<file path="config.mk">
export PLATFORM = sky130hd
export DESIGN_NAME = dec_counter_reload
export DESIGN_NICKNAME = d
export VERILOG_FILES = /design/src/rtl/dec_counter_reload_pkg.sv /design/src/rtl/dec_counter_reload.sv
export SDC_FILE = /design/constraint.sdc
export NUM_CORES = 1
export LEC_CHECK = 0
export ABC_AREA = 1
export BUFFER_PORTS_ARGS = -buffer_cell sky130_fd_sc_hd__buf_2
export CORE_MARGIN = 2
export CORE_UTILIZATION = 40
export DETAILED_ROUTE_END_ITERATION = 8
export RECOVER_POWER = 100
export SYNTH_ARGS = -nofsm -noshare
export SYNTH_HDL_FRONTEND = slang
export SYNTH_SLANG_ARGS = --single-unit
</file>
<file path="constraint.sdc">
create_clock -name clk -period 1.28 [get_ports clk]
set_input_delay 0.256 -clock clk [delete_from_list [all_inputs] [get_ports clk]]
set_output_delay 0.256 -clock clk [all_outputs]
set_load 0.02 [all_outputs]
</file>
<file path="src/rtl/dec_counter_reload_pkg.sv">
// Shared counter encodings for the reloadable down-counter.
package dec_counter_reload_pkg;

  typedef enum logic {
    ST_IDLE = 1'b0,
    ST_RUN  = 1'b1
  } state_e;

  localparam logic MODE_ONESHOT  = 1'b0;
  localparam logic MODE_PERIODIC = 1'b1;

endpackage

</file>
<file path="src/rtl/dec_counter_reload.sv">
// Programmable down-counter with parallel load, auto-reload,
// terminal-count pulse and sticky done flag.
module dec_counter_reload
  import dec_counter_reload_pkg::*;
#(
  parameter int WIDTH = 8
) (
  input  logic             clk,
  input  logic             reset,
  input  logic [WIDTH-1:0] data,
  input  logic             load,
  input  logic             enable,
  input  logic             stop,
  input  logic             mode,
  input  logic             clear_flag,
  output logic [WIDTH-1:0] out,
  output logic             tc,
  output logic             done,
  output logic             busy,
  output logic             zero
);

  state_e           state_q, state_d;
  logic [WIDTH-1:0] out_q, out_d;
  logic [WIDTH-1:0] reload_q, reload_d;
  logic             tc_q, tc_d;
  logic             done_q, done_d;

  always_comb begin
    state_d  = state_q;
    out_d    = out_q;
    reload_d = reload_q;
    tc_d     = 1'b0;
    done_d   = done_q;

    if (clear_flag) done_d = 1'b0;

    if (load) begin
      out_d    = data;
      reload_d = data;
      state_d  = (data != '0) ? ST_RUN : ST_IDLE;
    end else if (stop) begin
      state_d = ST_IDLE;
    end else if (state_q == ST_RUN && enable) begin
      // RUN always holds out_q >= 1; a stray zero is left alone
      if (out_q == WIDTH'(1)) begin
        tc_d   = 1'b1;
        done_d = 1'b1;
        if (mode == MODE_PERIODIC) begin
          out_d = reload_q;
        end else begin
          out_d   = '0;
          state_d = ST_IDLE;
        end
      end else if (out_q != '0) begin
        out_d = out_q - WIDTH'(1);
      end
    end
  end

  always_ff @(posedge clk or posedge reset) begin
    if (reset) begin
      state_q  <= ST_IDLE;
      out_q    <= '0;
      reload_q <= '0;
      tc_q     <= 1'b0;
      done_q   <= 1'b0;
    end else begin
      state_q  <= state_d;
      out_q    <= out_d;
      reload_q <= reload_d;
      tc_q     <= tc_d;
      done_q   <= done_d;
    end
  end

  assign out  = out_q;
  assign tc   = tc_q;
  assign done = done_q;
  assign busy = (state_q == ST_RUN);
  assign zero = (out_q == '0);

endmodule

</file>
### Yosys cells after proc, flatten, opt, wreduce, memory -nomap -nowiden

Index checks and enable logic that the tools add are counted.

| operators by class | value |
|---|---|
| eq/ne operators | 3 |
| add/sub/neg operators | 1 |
| reduce and logical (&&, ||, !) cells | 10 |
| muxes and demuxes | 21 |

Operators by type and width:

| cell | number |
|---|---|
| $mux W8 | 6 |
| $reduce_bool A8 Y1 | 2 |
| $mux W1 | 15 |
| $reduce_bool A3 Y1 | 3 |
| $eq A8 B1 Y1 const B | 1 |
| $logic_not A8 Y1 | 1 |
| $sub A8 B1 Y8 const B | 1 |
| $reduce_and A3 Y1 | 2 |
| $ne A3 B3 Y1 const B | 1 |
| $ne A2 B2 Y1 const B | 1 |
| $reduce_bool A2 Y1 | 1 |
| $logic_and A1 B1 Y1 | 1 |

| word-level totals | value |
|---|---|
| output and inout bits | 12 |
| bits of input ports | 15 |
| flip-flop bits (word level) | 19 |
| logic and storage cells | 40 |

### Longest topological paths before layout

| logic depth | value |
|---|---|
| depth in word-level cells | 6 |
| gate-level depth with buffers | 10 |
| gate-level depth less buffers | 10 |

### Worst setup path after synthesis

No wires, ideal clock.

| timing path | value |
|---|---|
| kind | register to output |
| start | register out_q[0], in the netlist out[0] |
| end | output port zero |
| buffers on the path | 0 |
| stages on the path, launching flop included | 5 |
| arrival time | 1.515 ns |
| setup slack | -0.491 ns |
| required time | 1.024 ns |
| cells stage by stage | dfrtp_1 -> inv_2 -> ha_1 -> inv_2 -> nor4_1 |

| on the way | value |
|---|---|
| cells in the longest elaborated chain, start to end | 1 |

Ends and longest elaborated chain:

| item | line | source |
|---|---|---|
| from (decl) | dec_counter_reload.sv:24 | `logic [WIDTH-1:0] out_q, out_d;` |
| from (signal assigned) | dec_counter_reload.sv:70 | `out_q <= out_d;` |
| $logic_not A8 Y1 | dec_counter_reload.sv:81 | `assign zero = (out_q == '0);` |
| to (decl) | dec_counter_reload.sv:20 | `output logic zero` |

Every way passes these cells.

### Worst setup path after layout

| timing path | value |
|---|---|
| start | register out_q[4], in the netlist out[4] |
| end | output port zero |

Same word-level chain as after synthesis.

==> run summary <==
status: finished, violations left
failing checks: negative setup slack
DR vias/cell: 5.09
Die Span Y: 59.7 um
DRC errors left: 0
CP arrival: 1290 ps
Num CTS Buffers: 3
Syn Nets: 180
R2R depth: 10
Area growth syn-to-layout: 46.9%
global-route wire length before repair: 5750 um
Post-synth top cells: nand2_1, dfrtp_1, nand3_1
worst-path fanout max: 2
CP Capture Type: output pin
Seq/Total Area, Yosys: 0.383
CTS tree: built
ANT nets after route: 0
nature of the critical path startpoint: flop
Post-Syn Area: 1240 um2
Util after Layout: 0.607
RSZ-0062 raised after global routing: true
hpwl dp: 2340 um
Warnings, synthesis: 0
Post-synth EDFFs: 0
leakage power: 0.000954 uW
Netlist cell types: 27
FP Rows: 20
Clock Path Buffers: 2
most common cell in the netlist: nand2_1
Max Cap Viol: 0
final wirelength: 3510 um
FFs w/ async S/R, synth: 1.00
Post-Syn Instances: 162
r2r startpoint: out[0]
Worst Skew: 9.45 ps
clock sink count: 19
root buf cell: clkbuf_4
WHS: 145 ps
R2R Setup Slk: -200 ps
ant diodes: 0
worst-margin pin slew: 495 ps
wire length per cell: 13.9 um
Critical Path RT: 1020 ps
IO buf count: 26
Worst-path clk slew: 110 ps
fin crit share: 1.21
min-delay worst type: in2reg
Core Box Area: 3000 um2
Max VDD drop: 0.651 mV
fmax: 0.647 GHz
GRT Resource Usage Total: 0.217
WHS Endpoint: done
worst r2r dst: out[2]
synthesis-stage register bit count: 19
final hold violation count: 0
Synth area leader: dfrtp_1
synth top area cells: dfrtp_1, nand2_1, nand3_1, nand2_4, nand4_1
fillcell total: 288
hold path startpoint: clear_flag
Final Wtd Congestion: 0.886
Setup WS post-layout: -266 ps
vias in the first global route: 1,281
Slew Limit Headroom: 0.670
Max Transition Viols Final: 0
starting density of the core: 0.413
chip width: 59.7 um
initial antenna violation count: 0
WS Path Type: reg2out
worst hold stages: 2
top-area cell type share of the netlist area: 0.383
largest net degree at the start of global routing: 20
first drt pass iteration count: 4
Final setup violation count: 14
Power Dens Cells: 987 nW/um2
Starting DRT DRC Count: 91
gr ovfl total: 0
Primary FF master, synth: dfrtp_1
Die ar.: 3560 um2
min Tclk post-route: 1550 ps
layout cells sized above 1: 0.455
io pins: 27
Clock Latency Late Sink: 300 ps
routed vias: 1,289
Mapped Avg Cell Area: 7.65 um2
setup TNS: -2470 ps
Nets: 239
htree depth: 1
==> stage by stage <==
step                      power, uW  area (um2)  setup WS [ps]  cells
final                          1800        1820           -266    253
after global routing           1920        1820           -362    253
after CTS                      1740        1740           -261    249
after detailed placement       1310        1540           -124    233
after global placement         1300        1540          -96.7    233
after floorplan                1100        1270           -128    162
==> final cells by class <==
class	count	area, um2	area share
Multi-Input combinational cell	126	781	0.429
Sequential cell	19	478	0.262
Timing Repair Buffer	56	439	0.241
Inverter	15	56.3	0.0309
Tap cell	33	41.3	0.0227
Clock buffer	4	26.3	0.0144
==> worst max-delay path, cell delays in order, from the launching register on <==
cell     delay (ps)
dfrtp_1         430
inv_2           100
nand2_4          60
nor4_4          230
buf_4           170
==> placed cells by master, fill, tap and decap left out, drive strengths merged <==
master	n
o21ai	6
o22ai	1
a21oi	1
nand3	22
nand4	7
nor3	1
xnor2	1
ha	3
nor3b	1
dlygate4sd3	1
buf	51
nor4	2
dfrtp	19
inv	15
nor2	13
clkbuf	8
nand2	67
o31ai	1
==> cell families after synthesis <==
logic type,count (synthesis),share of synthesized area
simple gates,111,0.461
buf+inv,19,0.0646
flops,19,0.383
xor+xnor,1,0.00706
fa+ha+maj,3,0.0303
compound gates,9,0.0535
==> sequential cells by signal, summed over array words and instances (netlist names) <==
signal and flops:
tc 1, busy 1, reload_q 8, out 8, done 1
==> power breakdown <==
part           switching [uW]  leakage, uW  internal (uW)
Sequential               41.7     0.000232            657
Combinational             440     0.000707            357
Clock                     181    0.0000150            121
Total                     663     0.000954           1130
==> worst max path at each step <==
| stage | from | endpoint | slack [ps] | depth (start not counted) |
|---|---|---|---|---|
| floorplan | out[1] | out[0] | -130 | 10 |
| global placement | out[0] | out[5] | -100 | 9 |
| finish | out[4] | zero | -270 | 4 |
| detailed placement | out[0] | out[5] | -120 | 9 |
| CTS | out[3] | zero | -260 | 4 |
| global route | out[0] | zero | -360 | 5 |
==> metal layers <==
layer / global-route usage / share of wire / up-vias
li1: - / - / 648
met1: 0.290 / 0.46 / 604
met2: 0.359 / 0.49 / 33
met3: 0.0260 / 0.033 / 4
met4: 0.0794 / 0.010 / 0
met5: 0 / 0 / -
==> repair_timing <==
item / 4_1_cts / 5_1_grt
hold buffers: 1 / 0
pin swaps: 5 / 4
hold endpoints to repair: 19 / 0
setup endpoints to repair: 15 / 20
gates cloned: 2 / 0
gates resized for setup: 23 / 21
setup buffers: 9 / 4
(Power assumes the default switching activity.)
